### config.mk
export PLATFORM = sky130hd
export DESIGN_NAME = atm_session_ctrl
export DESIGN_NICKNAME = d
export VERILOG_FILES = /design/src/rtl/atm_pkg.sv /design/src/rtl/atm_session_timer.sv /design/src/rtl/atm_session_ctrl.sv
export SDC_FILE = /design/constraint.sdc
export NUM_CORES = 1
export LEC_CHECK = 0
export CAP_MARGIN = 30
export CORE_MARGIN = 2
export CORE_UTILIZATION = 40
export DETAILED_ROUTE_END_ITERATION = 7
export GPL_ROUTABILITY_DRIVEN = 1
export RECOVER_POWER = 25
export SLEW_MARGIN = 20
export SYNTH_ARGS = -nofsm -noshare
export SYNTH_HDL_FRONTEND = slang
export SYNTH_SLANG_ARGS = --single-unit
### constraint.sdc
create_clock -name clk -period 3.2 [get_ports clk]
set_input_delay 0.48 -clock clk [delete_from_list [all_inputs] [get_ports clk]]
set_output_delay 0.48 -clock clk [all_outputs]
set_load 0.02 [all_outputs]
### src/rtl/atm_pkg.sv
// Shared types and defaults for the ATM session sequencer.
package atm_pkg;

    // Session phases, in the order a normal session walks through them.
    typedef enum logic [2:0] {
        S_IDLE   = 3'd0,
        S_AUTH   = 3'd1,
        S_CHECK  = 3'd2,
        S_MENU   = 3'd3,
        S_EXEC   = 3'd4,
        S_LOCKED = 3'd5,
        S_EJECT  = 3'd6
    } session_state_e;

    // Front-panel operation codes.
    typedef enum logic [1:0] {
        OP_QUERY    = 2'd0,
        OP_WITHDRAW = 2'd1,
        OP_DEPOSIT  = 2'd2,
        OP_EXIT     = 2'd3
    } op_code_e;

    localparam int DEFAULT_MAX_TRIES   = 3;
    localparam int DEFAULT_TIMEOUT_CYC = 1024;

endpackage

### src/rtl/atm_session_timer.sv
// Inactivity timer: reloads to TIMEOUT_CYC-1 on load, counts down while run
// is high, and flags expire while running with the count at zero.
module atm_session_timer #(
    parameter int TIMEOUT_CYC = 1024
) (
    input  logic clk,
    input  logic rst,
    input  logic load,
    input  logic run,
    output logic expire
);

    localparam int CNT_W = (TIMEOUT_CYC > 2) ? $clog2(TIMEOUT_CYC) : 1;
    localparam logic [CNT_W-1:0] LOAD_VAL = CNT_W'(TIMEOUT_CYC - 1);

    logic [CNT_W-1:0] cnt_q;

    // Reload has priority; otherwise count down while running, holding at zero.
    always_ff @(posedge clk or posedge rst) begin
        if (rst) begin
            cnt_q <= LOAD_VAL;
        end else if (load) begin
            cnt_q <= LOAD_VAL;
        end else if (run && (cnt_q != '0)) begin
            cnt_q <= cnt_q - CNT_W'(1);
        end
    end

    // Expire does not depend on load, so the caller may derive load from it.
    assign expire = run && (cnt_q == '0);

endmodule

### src/rtl/atm_session_ctrl.sv
// ATM session sequencer: card insertion, PIN attempts with per-card lockout,
// operation dispatch and balance arithmetic towards cardhandling.
//
// Handshakes: psw_valid and op_valid are single-cycle strobes with no ready;
// each is honoured only in the state that consumes it (AUTH / MENU) and
// ignored elsewhere. op_done, insufficient and eject are single-cycle strobes
// out; updated_balance is valid while op_done is high.
module atm_session_ctrl
    import atm_pkg::*;
#(
    parameter int card_width     = 3,
    parameter int password_width = 4,
    parameter int balance_width  = 20,
    parameter int users_num      = 8,
    parameter int MAX_TRIES      = DEFAULT_MAX_TRIES,
    parameter int TIMEOUT_CYC    = DEFAULT_TIMEOUT_CYC
) (
    input  logic                     clk,
    input  logic                     rst,
    input  logic                     card_in,
    input  logic [card_width-1:0]    card_number,
    input  logic                     psw_valid,
    input  logic                     wrong_psw,
    input  logic [balance_width-1:0] balance,
    input  logic                     op_valid,
    input  logic [1:0]               op_code,
    input  logic [balance_width-1:0] amount,
    output logic [balance_width-1:0] updated_balance,
    output logic                     op_done,
    output logic                     auth_ok,
    output logic                     card_locked,
    output logic                     insufficient,
    output logic                     eject,
    output logic [1:0]               tries_left,
    output logic [2:0]               state_dbg
);

    // The PIN itself never passes through this block; password_width only
    // takes part in the parameter sanity check below.
    if (password_width < 1 || MAX_TRIES < 1 || MAX_TRIES > 3 ||
        users_num < 2 || TIMEOUT_CYC < 2) begin : g_bad_params
        $error("atm_session_ctrl: unsupported parameter set");
    end

    localparam logic [1:0]               TRIES_INIT = 2'(MAX_TRIES);
    localparam logic [card_width:0]      CARD_LIMIT = (card_width + 1)'(users_num);
    localparam logic [users_num-1:0]     USER_ONE   = users_num'(1);
    localparam logic [balance_width-1:0] BAL_MAX    = {balance_width{1'b1}};

    session_state_e           state_q, state_d;
    logic [card_width-1:0]    card_q, card_d;
    logic [users_num-1:0]     lock_q, lock_d;
    logic [1:0]               tries_q, tries_d;
    op_code_e                 op_q, op_d;
    logic [balance_width-1:0] amount_q, amount_d;
    logic [balance_width-1:0] upd_q, upd_d;
    logic                     op_done_q, op_done_d;
    logic                     insuf_q, insuf_d;
    logic                     eject_q, eject_d;

    logic                     card_ok;
    logic                     card_is_locked;
    logic [balance_width:0]   dep_sum;
    logic                     tmr_load;
    logic                     tmr_run;
    logic                     tmr_expire;

    // Card ids outside the user table are rejected; ids beyond the bitmap shift out to "not locked".
    assign card_ok        = {1'b0, card_number} < CARD_LIMIT;
    assign card_is_locked = |(lock_q & (USER_ONE << card_number));
    assign dep_sum        = {1'b0, balance} + {1'b0, amount_q};

    // Every psw_valid in AUTH and op_valid in MENU moves the FSM, so a state
    // change alone is enough to restart the inactivity window.
    assign tmr_run  = (state_q == S_AUTH) || (state_q == S_MENU);
    assign tmr_load = (state_d != state_q);

    atm_session_timer #(
        .TIMEOUT_CYC(TIMEOUT_CYC)
    ) u_timer (
        .clk   (clk),
        .rst   (rst),
        .load  (tmr_load),
        .run   (tmr_run),
        .expire(tmr_expire)
    );

    // Session state and datapath registers.
    always_ff @(posedge clk or posedge rst) begin
        if (rst) begin
            state_q   <= S_IDLE;
            card_q    <= '0;
            lock_q    <= '0;
            tries_q   <= TRIES_INIT;
            op_q      <= OP_QUERY;
            amount_q  <= '0;
            upd_q     <= '0;
            op_done_q <= 1'b0;
            insuf_q   <= 1'b0;
            eject_q   <= 1'b0;
        end else begin
            state_q   <= state_d;
            card_q    <= card_d;
            lock_q    <= lock_d;
            tries_q   <= tries_d;
            op_q      <= op_d;
            amount_q  <= amount_d;
            upd_q     <= upd_d;
            op_done_q <= op_done_d;
            insuf_q   <= insuf_d;
            eject_q   <= eject_d;
        end
    end

    // Next-state, lockout, arithmetic and strobe generation.
    always_comb begin
        state_d   = state_q;
        card_d    = card_q;
        lock_d    = lock_q;
        tries_d   = tries_q;
        op_d      = op_q;
        amount_d  = amount_q;
        upd_d     = upd_q;
        op_done_d = 1'b0;
        insuf_d   = 1'b0;
        eject_d   = 1'b0;

        if ((state_q != S_IDLE) && !card_in) begin
            // Card pulled: abandon the session, drop any pending result, keep locks.
            state_d = S_IDLE;
            tries_d = TRIES_INIT;
        end else begin
            case (state_q)
                S_IDLE: begin
                    if (card_in) begin
                        card_d = card_number;
                        if (!card_ok) begin
                            state_d = S_EJECT;
                        end else if (card_is_locked) begin
                            state_d = S_LOCKED;
                        end else begin
                            state_d = S_AUTH;
                        end
                    end
                end
                S_AUTH: begin
                    if (psw_valid) begin
                        state_d = S_CHECK;
                    end else if (tmr_expire) begin
                        state_d = S_EJECT;
                    end
                end
                S_CHECK: begin
                    if (!wrong_psw) begin
                        state_d = S_MENU;
                        tries_d = TRIES_INIT;
                    end else if (tries_q <= 2'd1) begin
                        state_d = S_LOCKED;
                        tries_d = 2'd0;
                        lock_d  = lock_q | (USER_ONE << card_q);
                    end else begin
                        state_d = S_AUTH;
                        tries_d = tries_q - 2'd1;
                    end
                end
                S_MENU: begin
                    if (op_valid) begin
                        if (op_code_e'(op_code) == OP_EXIT) begin
                            state_d = S_EJECT;
                        end else begin
                            state_d  = S_EXEC;
                            op_d     = op_code_e'(op_code);
                            amount_d = amount;
                        end
                    end else if (tmr_expire) begin
                        state_d = S_EJECT;
                    end
                end
                S_EXEC: begin
                    state_d   = S_MENU;
                    op_done_d = 1'b1;
                    case (op_q)
                        OP_WITHDRAW: begin
                            if (amount_q <= balance) begin
                                upd_d = balance - amount_q;
                            end else begin
                                upd_d   = balance;
                                insuf_d = 1'b1;
                            end
                        end
                        OP_DEPOSIT: upd_d = dep_sum[balance_width] ? BAL_MAX : dep_sum[balance_width-1:0];
                        default:    upd_d = balance;
                    endcase
                end
                S_LOCKED, S_EJECT: begin
                    state_d = state_q;
                end
                default: begin
                    state_d = S_IDLE;
                end
            endcase
        end

        // Single eject pulse on entry to EJECT, from whichever state led there.
        if ((state_d == S_EJECT) && (state_q != S_EJECT)) begin
            eject_d = 1'b1;
            tries_d = TRIES_INIT;
        end
    end

    // Level outputs decode straight from the state register.
    assign auth_ok         = (state_q == S_MENU) || (state_q == S_EXEC);
    assign card_locked     = (state_q == S_LOCKED) && card_in;
    assign tries_left      = tries_q;
    assign updated_balance = upd_q;
    assign op_done         = op_done_q;
    assign insufficient    = insuf_q;
    assign eject           = eject_q;
    assign state_dbg       = state_q;

endmodule

-- Yosys cells after proc, flatten, opt, wreduce, memory -nomap -nowiden
Cells that the tools add are included.
- register bits after elaboration: 71
- output and inout bits: 30
- logic and storage cells: 82
- input bits: 51
- bitwise operators: 4
- equality and inequality tests: 12
- reductions and logical operators: 20
- order comparisons: 2
- shift operators: 2
- multiplexer cells: 27
- add/subtract/negate cells: 4
- operators with widths (cell ; count):
    20-bit two-way mux ; 2
    20-bit case mux with 2 select lines ; 1
    3-bit two-way mux ; 8
    20-bit by 20-bit adder with 21-bit output ; 1
    20-bit less-or-equal comparator ; 1
    10-bit two-way mux ; 2
    20-bit subtractor ; 1
    3-bit case mux with 6 select lines ; 1
    1-bit by 3-bit left shift with 8-bit output (first input constant) ; 2
    3-bit == test (second input constant) ; 4
    2-bit two-way mux ; 6
    10-bit zero test ; 1
    10-bit nonzero test ; 1
    10-bit by 1-bit subtractor with 10-bit output (second input constant) ; 1
    8-bit AND ; 1
    8-bit OR ; 1
    4-bit AND reduction ; 2
    8-bit OR reduction ; 1
    1-bit two-way mux ; 7
    3-bit by 2-bit == test with 1-bit output (second input constant) ; 2
    3-bit nonzero test ; 2
    1-bit logical AND ; 5
    2-bit == test (second input constant) ; 2
    3-bit by 1-bit == test with 1-bit output (second input constant) ; 1
    other kinds (13) ; 15

-- Logic depth before layout (Yosys ltp)
- depth after elaboration: 10
- mapped depth: 12
- gate-level depth less buffers: 11

-- Modules after synthesis
A second synthesis with hierarchy kept.
- cell total of the unflattened synthesis: 690
- area, all modules: 5949.5 sq um
- modules (own cells, without submodules) (module ; cells an instance ; area an instance (sq um) ; sequential area each (sq um) ; times used):
    atm_session_ctrl ; 626 ; 5305.1 ; 1529.0 ; 1
    atm_session_timer ; 64 ; 644.4 ; 262.8 ; 1

-- Worst setup path after synthesis
OpenSTA, ideal clock, no wires.
- kind: input-to-reg
- from: input balance[0]
- to: register upd_q[4] (netlist: updated_balance[4])
- arrival: 2.819 ns
- library setup time: 0.133 ns
- buffers on the path: 1
- setup slack: 0.248 ns
- stages: 11
- required time: 3.067 ns
- cells stage by stage: inv_1 ha_1 fa_1 nand2b_1 a211oi_1 o31ai_1 a41oi_2 buf_2 mux2_2 a221oi_1 o21ai_0
- cells in the longest elaborated chain, start to end: 3
- elaborated cells between the ends (all ways): 6
- classes of those cells: add/sub: 2; order compare: 1; mux: 3
- RTL lines (what ; RTL line ; source):
    from (decl) ; atm_session_ctrl.sv:24 ; input logic [balance_width-1:0] balance,
    20-bit by 20-bit adder with 21-bit output, or another cell as far along ; atm_session_ctrl.sv:71 ; assign dep_sum = {1'b0, balance} + {1'b0, amount_q};
    20-bit two-way mux, on equally long branches ; atm_session_ctrl.sv:191, atm_session_ctrl.sv:184 ;
    20-bit case mux with 2 select lines * ; atm_session_ctrl.sv:182 ; case (op_q)
    to (signal assigned) ; atm_session_ctrl.sv:108 ; upd_q <= upd_d;
    to (decl) ; atm_session_ctrl.sv:56 ; logic [balance_width-1:0] upd_q, upd_d;
Every way passes the cells marked *; elsewhere a longest branch is shown, timed or not.
A chain may end at the register's enable or synchronous reset.

-- Worst setup path after layout
- from: input balance[13]
- to: register upd_q[7] (netlist: updated_balance[7])
- cells in the longest elaborated chain, start to end: 3
- elaborated cells between the ends (all ways): 5
- classes of those cells: add/sub: 1; order compare: 1; mux: 3
- RTL lines (what ; RTL line):
    20-bit by 20-bit adder with 21-bit output / 20-bit less-or-equal comparator (equally long branches) ; atm_session_ctrl.sv:71, atm_session_ctrl.sv:184
    20-bit two-way mux, on equally long branches ; atm_session_ctrl.sv:191, atm_session_ctrl.sv:184
    20-bit case mux with 2 select lines * ; atm_session_ctrl.sv:182
Marked as above.

==> impl_metrics.env <==
export IMPL_via_per_inst=5.49
export IMPL_synth_simple_gate_area_share_pct=15.7
export IMPL_firstDrtPassIters=4
export IMPL_ir_drop_mv=0.327
export IMPL_crit_fanout=15
export IMPL_netlist_instances=661
export IMPL_antenna_found_initial=0
export IMPL_gp_congestion=0.952
export IMPL_min_path_type="reg -> reg"
export IMPL_synth_cell_types=72
export IMPL_nets=954
export IMPL_synth_top_family_by_area="compound AO/OA/AOI/OAI gates"
export IMPL_outcome="complete, no violations"
export IMPL_drive_gt1_share_pct=26.8
export IMPL_required_ns=3.46
export IMPL_synth_nets=758
export IMPL_clock_latency_ns=0.35
export IMPL_synth_mux_area_share_pct=7.41
export IMPL_synth_xor_area_share_pct=5.22
export IMPL_coreArea_mm2=0.0139
export IMPL_synth_avg_cell_area_um2=8.63
export IMPL_areaGrowthSynthToFinish_pct=40.7
export IMPL_grt_pass1_vias=5818
export IMPL_critPathKind="in -> reg"
export IMPL_synth_main_ff_cell="dfrtp_1"
export IMPL_ys_ff_latch=71
export IMPL_cts_made_buffers=9
export IMPL_grt_max_degree=46
export IMPL_dieArea_mm2=0.0152
export IMPL_synth_adder_area_share_pct=10.3
export IMPL_synthArstFlopShare_pct=100
export IMPL_fin_hold_ws_ns=0.462
export IMPL_die_w_um=123
export IMPL_clock_fmax_mhz=326
export IMPL_rsz0062_at_grt="yes"
export IMPL_rows=43
export IMPL_synth_top_cell_area_share_pct=25.9
export IMPL_yosysTopAreaCell="dfrtp_1"
export IMPL_fin_crit_ns=3.06
export IMPL_powerDensity_mw_per_mm2=843
export IMPL_htree_levels=3
export IMPL_start_kind="input port"
export IMPL_cts_num_sinks=71
export IMPL_syn_cell_area_mm2=0.00571
export IMPL_cts_root_buf="clkbuf_16"
export IMPL_synth_compound_area_share_pct=23.5
export IMPL_grt_pass1_wl_um=29300
export IMPL_synth_warnings=0
export IMPL_drtIter0Drc=335
export IMPL_wl_per_cell_um=17.5
export IMPL_max_slew_margin_pct=18.7
export IMPL_vias=5721
export IMPL_maxSlewViolCount=0
export IMPL_pin_count=81
export IMPL_dpl_worst_slack_ns=-0.547
export IMPL_worst_slew_pin_slew_ns=1.22
export IMPL_route_detailed_drc=0
export IMPL_final_common_cell="buf_4"
export IMPL_clkPwrFrac_pct=15.3
export IMPL_ctsHoldBuffers=0
export IMPL_synth_edf_count=0
export IMPL_die_y_um=123
export IMPL_cp_arrival_ns=3.33
export IMPL_start_util_pct=41.0
export IMPL_switchingPower_uw=2880
export IMPL_dp_hpwl_um=14000
export IMPL_final_cell_mix="buf_4 (133), clkdlybuf4s50_1 (77), inv_1 (61)"
export IMPL_leakage_uw=0.00365
export IMPL_power_share_switching_pct=42.6
export IMPL_antenna_cells=0
export IMPL_clkTransAtPathRegs_ns=0.06
export IMPL_grt_ovfl_total=0
export IMPL_wirelength_um=18300
export IMPL_period_share_pct=95.8
export IMPL_grtUsageTotal_pct=25.0
export IMPL_setup_viol=0
export IMPL_synthTopCellsByArea="dfrtp_1 (26%), ha_1 (9.6%), mux2_2 (5.9%), dfstp_2 (5.5%), a21oi_1 (5.1%)"
export IMPL_ant_nets=0
export IMPL_pwr_share_comb_pct=63.5
export IMPL_finClkSkew_ns=0.0103
export IMPL_power_frac_seq_pct=21.2
export IMPL_cts_tree="built"
export IMPL_endpoint_kind="register"
export IMPL_max_cap_violations=0
export IMPL_cts_max_path_buffers=2
export IMPL_io_buffers=80
export IMPL_intPower_uw=3890
export IMPL_yosysSeqAreaShare_pct=31.4
export IMPL_hold_violations=0
export IMPL_setup_slack_ns=0.136
kinds of logic (layout without fill, tap and decap cells):
family	Yosys count	count (layout)
simple gates	184	184
xor+xnor	34	34
mux	36	36
buf+inv	91	292
flops	71	71
fa+ha+maj	46	46
compound gates	199	199
power by group through the flow:
stage	registers [µW]	clock network, µW	logic [µW]
floorplan	1500	0	2250
global placement	1440	0	4050
detailed placement	1450	0	4100
CTS	1440	1060	4170
global route	1480	1090	4690
finish	1440	1040	4300
path summary, 6_finish.rpt:
path	slack, ns	cells after the start	endpoint	start
worst max-delay path	0.14	11	updated_balance[7]$_DFFE_PP0P_	balance[13]
worst min-delay path	0.46	1	lock_q[0]$_DFFE_PP0P_	lock_q[0]$_DFFE_PP0P_
worst max register to register	0.27	12	updated_balance[1]$_DFFE_PP0P_	amount_q[0]$_DFFE_PP0P_
worst min register to register	0.46	1	lock_q[0]$_DFFE_PP0P_	lock_q[0]$_DFFE_PP0P_
max in group asynchronous	0.61	3	updated_balance[17]$_DFFE_PP0P_	rst
min in group asynchronous	0.90	2	amount_q[2]$_DFFE_PP0P_	rst
critical path, stage by stage:
cell	delay [ns]
clkdlybuf4s50_1	0.50
ha_2	0.32
or4_4	0.53
buf_4	0.18
nor4_1	0.28
o21ai_0	0.16
o22a_2	0.24
buf_6	0.17
a21oi_1	0.23
a221oi_2	0.06
o21ai_0	0.17
state kept, by name, summed over array words and instances (netlist names):
signal           cells
tries_left           2
insufficient         1
eject                1
updated_balance     20
u_timer.cnt_q       10
lock_q               8
op_done              1
state_dbg            3
amount_q            20
op_q                 2
card_q               3
area by class of cell:
class	instances	area (µm²)
fillers	1272	5910
multi-input cells	499	3670
repair buffers	215	1810
flip-flops and latches	71	1790
clock buffers	11	243
inverters	61	229
well taps	180	225
clock inverters	5	58.8
metal layers:
| metal | routed length, µm | up-vias | track usage [%] | share of wire, % |
|---|---|---|---|---|
| met4 | 411 | 0 | 9.45 | 2.3 |
| li1 | - | 2747 | - | - |
| met2 | 8840 | 177 | 42.5 | 48 |
| met3 | 1020 | 29 | 4.47 | 5.6 |
| met5 | 0 | - | 0 | 0 |
| met1 | 7990 | 2768 | 31.6 | 44 |
synthesized netlist by cell type (5+ instances only):
| library cell | number |
|---|---|
| a221oi_1 | 8 |
| nor2b_1 | 8 |
| nand3_1 | 6 |
| nor2_1 | 43 |
| nor4_1 | 5 |
| inv_1 | 61 |
| buf_2 | 10 |
| nand2_1 | 60 |
| nand4_1 | 5 |
| ha_1 | 44 |
| and3_1 | 6 |
| nand2b_1 | 10 |
| xnor2_1 | 28 |
| or3_1 | 9 |
| o21bai_1 | 9 |
| o211ai_1 | 6 |
| xor2_1 | 6 |
| o31ai_1 | 8 |
| nor3_1 | 14 |
| a21o_1 | 8 |
| o21ai_0 | 38 |
| mux2_2 | 30 |
| a31oi_1 | 7 |
| dfrtp_1 | 59 |
| dfstp_2 | 12 |
| clkbuf_1 | 18 |
| a21oi_1 | 58 |
metrics by stage:
step / instance area [µm²] / instances / power, µW / TNS, ns / utilization, %
after floorplan: 5710 / 661 / 3750 / 0 / -
after global placement: 7600 / 1023 / 5490 / -6.02 / 54.6
after detailed placement: 7600 / 1023 / 5550 / -8.70 / 54.6
after CTS: 7940 / 1042 / 6670 / 0 / 57.0
after global routing: 8030 / 1042 / 7260 / 0 / 57.6
final: 8030 / 1042 / 6770 / 0 / 57.6
repair_timing:
action	4_1_cts	5_1_grt
endpoints found under the setup margin	19	15
pin swaps	2	3
setup buffers	3	0
gates cloned	0	0
resized for setup	5	16
No activity file was read; power rests on OpenSTA's default activity.
